<file path="src/rtl/traffic_light_controller.sv">
`timescale 1ns/1ps
// traffic_light_controller
//
// Two-road intersection controller. The main road rests on green. A side-road
// request (a single-cycle pulse from the car detector) is latched. After a
// guaranteed minimum main green, it triggers one full side-road service cycle:
// main yellow, all-red, side green, side yellow, all-red, then back to main green.
//
// Ports
//   clk        in  1  single clock, rising edge
//   rst        in  1  asynchronous, active-high reset
//   req        in  1  side-road request pulse; any cycle high counts as one request
//   main_lamp  out 3  {red, yellow, green}, exactly one bit set
//   side_lamp  out 3  {red, yellow, green}, exactly one bit set
//   pending    out 1  latched side request that has not been served yet
//   phase      out 3  state code for debug/trace (MG=0 .. AR2=5)
//
// Parameters: every dwell is in clock cycles, must be >= 1, and must be <= 2**CW.

module traffic_light_controller #(
  parameter int MIN_GREEN    = 8,
  parameter int YELLOW_T     = 3,
  parameter int ALL_RED_T    = 1,
  parameter int SIDE_GREEN_T = 5,
  parameter int CW           = 8
) (
  input  logic       clk,
  input  logic       rst,
  input  logic       req,
  output logic [2:0] main_lamp,
  output logic [2:0] side_lamp,
  output logic       pending,
  output logic [2:0] phase
);

  typedef enum logic [2:0] {
    MG  = 3'd0,
    MY  = 3'd1,
    AR1 = 3'd2,
    SG  = 3'd3,
    SY  = 3'd4,
    AR2 = 3'd5
  } state_t;

  // Terminal timer values: a timed state exits on the edge where t reaches these.
  localparam logic [CW-1:0] MG_LAST = CW'(MIN_GREEN - 1);
  localparam logic [CW-1:0] Y_LAST  = CW'(YELLOW_T - 1);
  localparam logic [CW-1:0] AR_LAST = CW'(ALL_RED_T - 1);
  localparam logic [CW-1:0] SG_LAST = CW'(SIDE_GREEN_T - 1);

  localparam logic [2:0] RED    = 3'b100;
  localparam logic [2:0] YELLOW = 3'b010;
  localparam logic [2:0] GREEN  = 3'b001;

  state_t        state;
  state_t        state_next;
  logic [CW-1:0] t;
  logic [CW-1:0] t_next;
  logic          pending_next;

  // Lamp pattern {main, side} for a state. Codes outside the six legal states
  // never reach this function, but they still decode to the main-green rest pattern.
  function automatic logic [5:0] lamp_decode(input state_t s);
    case (s)
      MG:      lamp_decode = {GREEN,  RED};
      MY:      lamp_decode = {YELLOW, RED};
      AR1:     lamp_decode = {RED,    RED};
      SG:      lamp_decode = {RED,    GREEN};
      SY:      lamp_decode = {RED,    YELLOW};
      AR2:     lamp_decode = {RED,    RED};
      default: lamp_decode = {GREEN,  RED};
    endcase
  endfunction

  // Next-state, timer and request-latch logic.
  always_comb begin
    // NOTE: every signal is given a default first so no path leaves it
    // unassigned; an unassigned path would infer a latch.
    state_next   = state;
    t_next       = t + CW'(1);
    pending_next = pending;

    case (state)
      MG: begin
        // Saturate at the minimum dwell so a long idle green never wraps the timer.
        if (t == MG_LAST) begin
          t_next = t;
          if (pending || req) begin
            state_next = MY;
            t_next     = '0;
          end
        end
      end
      MY:  if (t == Y_LAST)  begin state_next = AR1; t_next = '0; end
      AR1: if (t == AR_LAST) begin state_next = SG;  t_next = '0; end
      SG:  if (t == SG_LAST) begin state_next = SY;  t_next = '0; end
      SY:  if (t == Y_LAST)  begin state_next = AR2; t_next = '0; end
      AR2: if (t == AR_LAST) begin state_next = MG;  t_next = '0; end
      default: begin
        // Illegal codes 6/7 recover to main green.
        state_next = MG;
        t_next     = '0;
      end
    endcase

    // The SG-entry edge serves the request and wins over a coincident req.
    // A req seen during SG is ignored because that road is already being served.
    if (state == AR1 && state_next == SG) begin
      pending_next = 1'b0;
    end else if (req && state != SG) begin
      pending_next = 1'b1;
    end
  end

  // Lamps and phase are registered from the next state. They therefore always
  // match the registered state and cannot glitch or show two bits set.
  always_ff @(posedge clk or posedge rst) begin
    if (rst) begin
      state     <= MG;
      t         <= '0;
      pending   <= 1'b0;
      main_lamp <= GREEN;
      side_lamp <= RED;
      phase     <= 3'd0;
    end else begin
      // NOTE: non-blocking assignments so that every register samples the
      // values from before the edge, whatever order the statements run in.
      state                  <= state_next;
      t                      <= t_next;
      pending                <= pending_next;
      {main_lamp, side_lamp} <= lamp_decode(state_next);
      phase                  <= state_next;
    end
  end

endmodule

</file>
<file path="config.mk">
export PLATFORM = sky130hd
export DESIGN_NAME = traffic_light_controller
export DESIGN_NICKNAME = d
export VERILOG_FILES = /design/src/rtl/traffic_light_controller.sv
export SDC_FILE = /design/constraint.sdc
export NUM_CORES = 1
export LEC_CHECK = 0
export BUFFER_PORTS_ARGS = -buffer_cell sky130_fd_sc_hd__buf_2
export CAP_MARGIN = 20
export CORE_MARGIN = 1.5
export CORE_UTILIZATION = 50
export DETAILED_ROUTE_END_ITERATION = 10
export GPL_ROUTABILITY_DRIVEN = 0
export GPL_TIMING_DRIVEN = 0
export PLACE_DENSITY = 0.7
export SLEW_MARGIN = 20
export SYNTH_ARGS = -nofsm -noshare
export SYNTH_HDL_FRONTEND = slang
export SYNTH_SLANG_ARGS = --single-unit
</file>
<file path="constraint.sdc">
create_clock -name clk -period 2.9 [get_ports clk]
set_clock_uncertainty 0.15 [all_clocks]
set_input_delay 0.725 -clock clk [delete_from_list [all_inputs] [get_ports clk]]
set_output_delay 0.725 -clock clk [all_outputs]
set_load 0.01 [all_outputs]
</file>
==> results of run 1 <==
-- cells in the mapped netlist, drive strengths merged --
cell type  number
or4             2
nand2b          3
mux2            1
nor3            3
maj3            1
clkbuf          4
nor2b           3
ha              3
o311a           1
nor4            1
buf             1
dfstp           2
inv             6
o21ai           3
a21oi           3
nor4b           1
nand3b          2
o41ai           2
a21boi          1
a22o            1
or4bb           1
xnor2           2
or3             1
o21a            2
dfrtp          16
xor2            1
o31ai           2
nand3           6
o2bb2ai         1
a221oi          1
or2             5
a21o            1
o221a           2
nor2           12
nor3b           2
nand2           9
and3b           1
-- worst max-delay path by stage --
stage	end	slack, ns	depth (start not counted)
6_report	t[0]	0.50	6
5_1_grt	t[5]	0.39	6
4_1_cts	main_lamp[0]	0.50	6
3_5_place_dp	main_lamp[0]	0.51	6
3_3_place_gp	t[0]	0.52	6
2_1_floorplan	main_lamp[0]	0.61	6
-- per-layer routing --
| metal | GRT usage, % | vias up | share of wire (%) |
|---|---|---|---|
| li1 | - | 418 | - |
| met3 | 1.85 | 2 | 4.7 |
| met1 | 26.5 | 409 | 48 |
| met2 | 30.4 | 28 | 47 |
| met5 | 0 | - | 0 |
| met4 | 7.14 | 0 | 0.68 |
-- power by group --
group | leakage, nW | internal [mW] | total (mW) | switching, mW
Clock | 0.0210 | 0.0765 | 0.156 | 0.0793
Combinational | 0.279 | 0.313 | 0.722 | 0.409
Sequential | 0.226 | 0.343 | 0.395 | 0.0514
Total | 0.526 | 0.732 | 1.27 | 0.540
-- stage by stage --
step	hold slack (ns)	power (mW)	setup WS [ns]	cells	area, um2
after floorplan	0.352	0.943	0.609	109	1040
after global placement	0.375	1.10	0.520	148	1140
after detailed placement	0.378	1.11	0.509	148	1140
after CTS	0.380	1.27	0.504	152	1170
after global routing	0.416	1.37	0.386	152	1170
final	0.355	1.27	0.495	152	1170
-- kinds of logic after synthesis --
group,after synthesis,share of synthesized area (%)
flip-flops,18,43.5
adder cells (fa/ha/maj),4,4.56
XOR/XNOR,3,2.52
AND/OR/NAND/NOR,52,29.8
buffers and inverters,11,4.08
AO/OA/AOI/OAI,20,14.5
multiplexers,1,1.08
-- layout make-up --
class,instances,area share [%]
plain buffers,5,1.71
clock buffers,4,3.09
inverters,6,1.92
multi-input cells,80,46.6
flip-flops and latches,18,38.6
well taps,27,2.88
repair buffers,12,5.12
-- flip-flops by register name, indices dropped and copies added, names as in the netlist --
register   cells
state          3
main_lamp      3
side_lamp      3
pending        1
t              8
-- critical path, stage by stage, from the launching register on --
cell and delay (ns):
dfrtp_1 0.42, or4_1 0.51, buf_2 0.19, o31ai_1 0.25, nand3_1 0.17, or2_2 0.34
mux2_2 0.27
==> results.toml, run 1 <==
[power_and_ir_drop]
p_leak_nw = 0.526
vdd_drop_max_v = 0.000573
p_per_area_nw_per_um2 = 1080

[drt]
antenna_left = 0
routed_via_density = 5.64
drtIter0Drc = 24
first_pass_iters = 4
post_drt_wl_per_cell_um = 13.5
drcViolationCount = 0
via_count = 857
routed_wl_um = 2050

[final_layout]
multiInputGateArea_um2 = 547
register_area_um2 = 453
n_antenna_cell = 0
layout_common_cells = "dfrtp_1, buf_2, nor2_1"
final_nets = 132
layout_commonest_cell = "dfrtp_1"
area_growth_pct = 12.5
final_core_util_pct = 59.8
fillers = 195
layout-drive-gt1-share_pct = 24.0

[clock_network]
postCtsHoldBufs = 0
cts_resized = 0
clock_path_buffers = 2
insertion_delay_ns = 0.29
clkTransAtPathRegs_ns = 0.11
cts_setup_buffers = 0
root_buffer = "clkbuf_4"
clock_sinks = 18
h-tree-depth = 1
numCtsBuffers = 3
cts_tree = "yes"

[critical_path]
critPathArrivalTime_ns = 2.45
startpoint_type = "flop"
reg2regPathDepth = 6
reg2reg_to = "t[0]"
worst-path-max-fanout = 10
cp.required_ns = 2.94
rr_startpoint = "t[4]"
r2r_slack_ns = 0.50
worst_setup_path_end_kind = "flop"
critPathLaunch = "t[4]"
critical_path_class = "flop to flop"

[timing]
fmax_ghz = 0.416
slew_violations = 0
maxSlewHeadroom_pct = 55.7
rsz0062_at_grt = "false"
fin_tns_setup_ns = 0
hold_violations = 0
period_share_pct = 82.9
finalSetupViolCount = 0
period_needed_ns = 2.40
tightest_slew_ns = 0.664

[place]
portBuffers = 12
hpwl_um = 1490

[logic_synthesis]
yosys-top-cells-area = "dfrtp_1, dfstp_2, nor2_1, ha_1, nand2_1"
yosysTopAreaCellShare_pct = 38.4
syn_inst = 109
yosysWarnings = 0
synth.net_count = 115
yosysSeqAreaShare_pct = 43.5
ys_types = 39
ys_ff_latch = 18
syn_area_per_cell_um2 = 9.56
netlist_area_um2 = 1040
synth_top_area_cell = "dfrtp_1"

[die]
num_rows = 16
core_area_um2 = 1960
initial_core_util_pct = 53.1
die_y_um = 48.7
dieArea_um2 = 2370
die_x_um = 48.7
pin_count = 13

[min_path]
hold_class = "input pin to asynchronous set/reset pin"

[global_route]
grt_max_degree = 19
grtUsageTotal_pct = 18.9
grt_pass1_vias = 798
grt_pass1_wl_um = 3540
antenna_found_initial = 0
grt_overflow = 0

[status]
status = "finished clean"

[job]
cap_violations = 0
Power figures use the tool's default switching activity.
==> inputs of run 2 (changes only) <==
==> constraint.sdc (replaced) <==
create_clock -name clk -period 2.4 [get_ports clk]
set_clock_uncertainty 0.15 [all_clocks]
set_input_delay 0.6 -clock clk [delete_from_list [all_inputs] [get_ports clk]]
set_output_delay 0.6 -clock clk [all_outputs]
set_load 0.01 [all_outputs]
==> run 2 against run 1 <==
Compared with the run above:
- sequential cell count did not move
- largest power group unchanged
- critical path depth is the same
- sequential power increased by 21%
- register-to-register slack got worse by 0.48 ns
- highest routed layer unchanged
- clock power is 21% higher
- hold slack worse by 0.12 ns
- first-iteration DRC count is 21% lower
- largest cell class unchanged
==> results.toml, run 2 (synthesis results as in run 1) <==
[status]
status = "finished clean"

[drt]
drtIter0Drc = 19
via_count = 870
post_drt_wl_per_cell_um = 14.8
drcViolationCount = 0
routed_wl_um = 2290
first_pass_iters = 4
routed_via_density = 5.61
antenna_left = 0

[place]
dpl.cell_count = 148
portBuffers = 12
placed_area_um2 = 1140
post-place-ws_ns = 0.00934
hpwl_um = 1490

[timing]
hold-worst-slack_ns = 0.231
period_needed_ns = 2.39
finalSetupViolCount = 0
fmax_ghz = 0.418
period_share_pct = 99.6
maxSlewHeadroom_pct = 55.4
slew_violations = 0
rsz0062_at_grt = "true"
hold_violations = 0
tightest_slew_ns = 0.668
fin_tns_setup_ns = 0
setup_ws_ns = 0.0105

[clock_network]
clkTransAtPathRegs_ns = 0.11
clock_path_buffers = 2
clock_sinks = 18
numCtsBuffers = 3
insertion_delay_ns = 0.30
h-tree-depth = 1
root_buffer = "clkbuf_4"
postCtsHoldBufs = 0
cts_tree = "yes"

[final_layout]
fillers = 186
final_core_util_pct = 62.4
n_antenna_cell = 0
layout-drive-gt1-share_pct = 27.3
top_register = "t"
final_cells = 155
largest_reg_flops = 8
layout_commonest_cell = "dfrtp_1"
area_growth_pct = 17.5
fin_area_um2 = 1220
final_nets = 135
layout_common_cells = "dfrtp_1, buf_2, nor2_1"

[power_and_ir_drop]
totalPowerFinal_mw = 1.64
p_leak_nw = 0.543
vdd_drop_max_v = 0.000695
p_per_area_nw_per_um2 = 1340

[min_path]
hold_class = "input pin to asynchronous set/reset pin"

[die]
pin_count = 13
die_y_um = 48.7
dieArea_um2 = 2370
num_rows = 16
core_area_um2 = 1960
die_x_um = 48.7
initial_core_util_pct = 53.1

[critical_path]
critPathLaunch = "t[5]"
r2r_slack_ns = 0.01
worst_setup_path_end_kind = "flop"
startpoint_type = "flop"
worst-path-max-fanout = 5
cp.required_ns = 2.44
critical_path_class = "flop to flop"
rr_startpoint = "t[5]"
critPathArrivalTime_ns = 2.43

[global_route]
grt_pass1_wl_um = 3540
grt_pass1_vias = 798
grt_overflow = 0
grtUsageTotal_pct = 18.9
grt_max_degree = 19
antenna_found_initial = 0

[job]
cap_violations = 0
run 2: final cells by class:
cell class	instances	area [um2]	area share [%]
buffer	5	26.3	2.15
clock buffer	4	36.3	2.96
inverter	6	22.5	1.84
multi-input combinational	80	573	46.8
sequential	18	453	37.0
tap	27	33.8	2.76
timing repair buffer	15	80.1	6.54
run 2: critical path: stages, from the launching register on:
cell and delay [ns]:
dfrtp_1 0.44, or4_4 0.55, buf_6 0.15, o31ai_1 0.25, nand3_1 0.20, or2_4 0.29, mux2_2 0.26
run 2: power breakdown:
group / switching, mW / internal (mW) / total [mW]
Combinational: 0.537 / 0.440 / 0.977
Sequential: 0.0626 / 0.415 / 0.477
Clock: 0.0955 / 0.0924 / 0.188
Total: 0.695 / 0.947 / 1.64
run 2: metal layers:
metal	vias to the layer above	part of all wire (%)	track usage [%]
met5	-	0	0
li1	426	-	-
met1	425	47	26.5
met2	17	49	30.4
met3	2	2.8	1.85
met4	0	0.83	7.14
run 2: worst paths after layout:
check,endpoint,cells past startpoint
worst max-delay path,t[0],6
worst min-delay path,t[7],2
worst max register to register,t[0],6
worst min register to register,pending,2
max in group asynchronous,main_lamp[2],2
min in group clk,pending,2
run 2: timing repair:
action / in CTS / in global routing
endpoints found under the setup margin: 0 / 10
gates resized for setup: 0 / 8
buffers inserted: 0 / 2
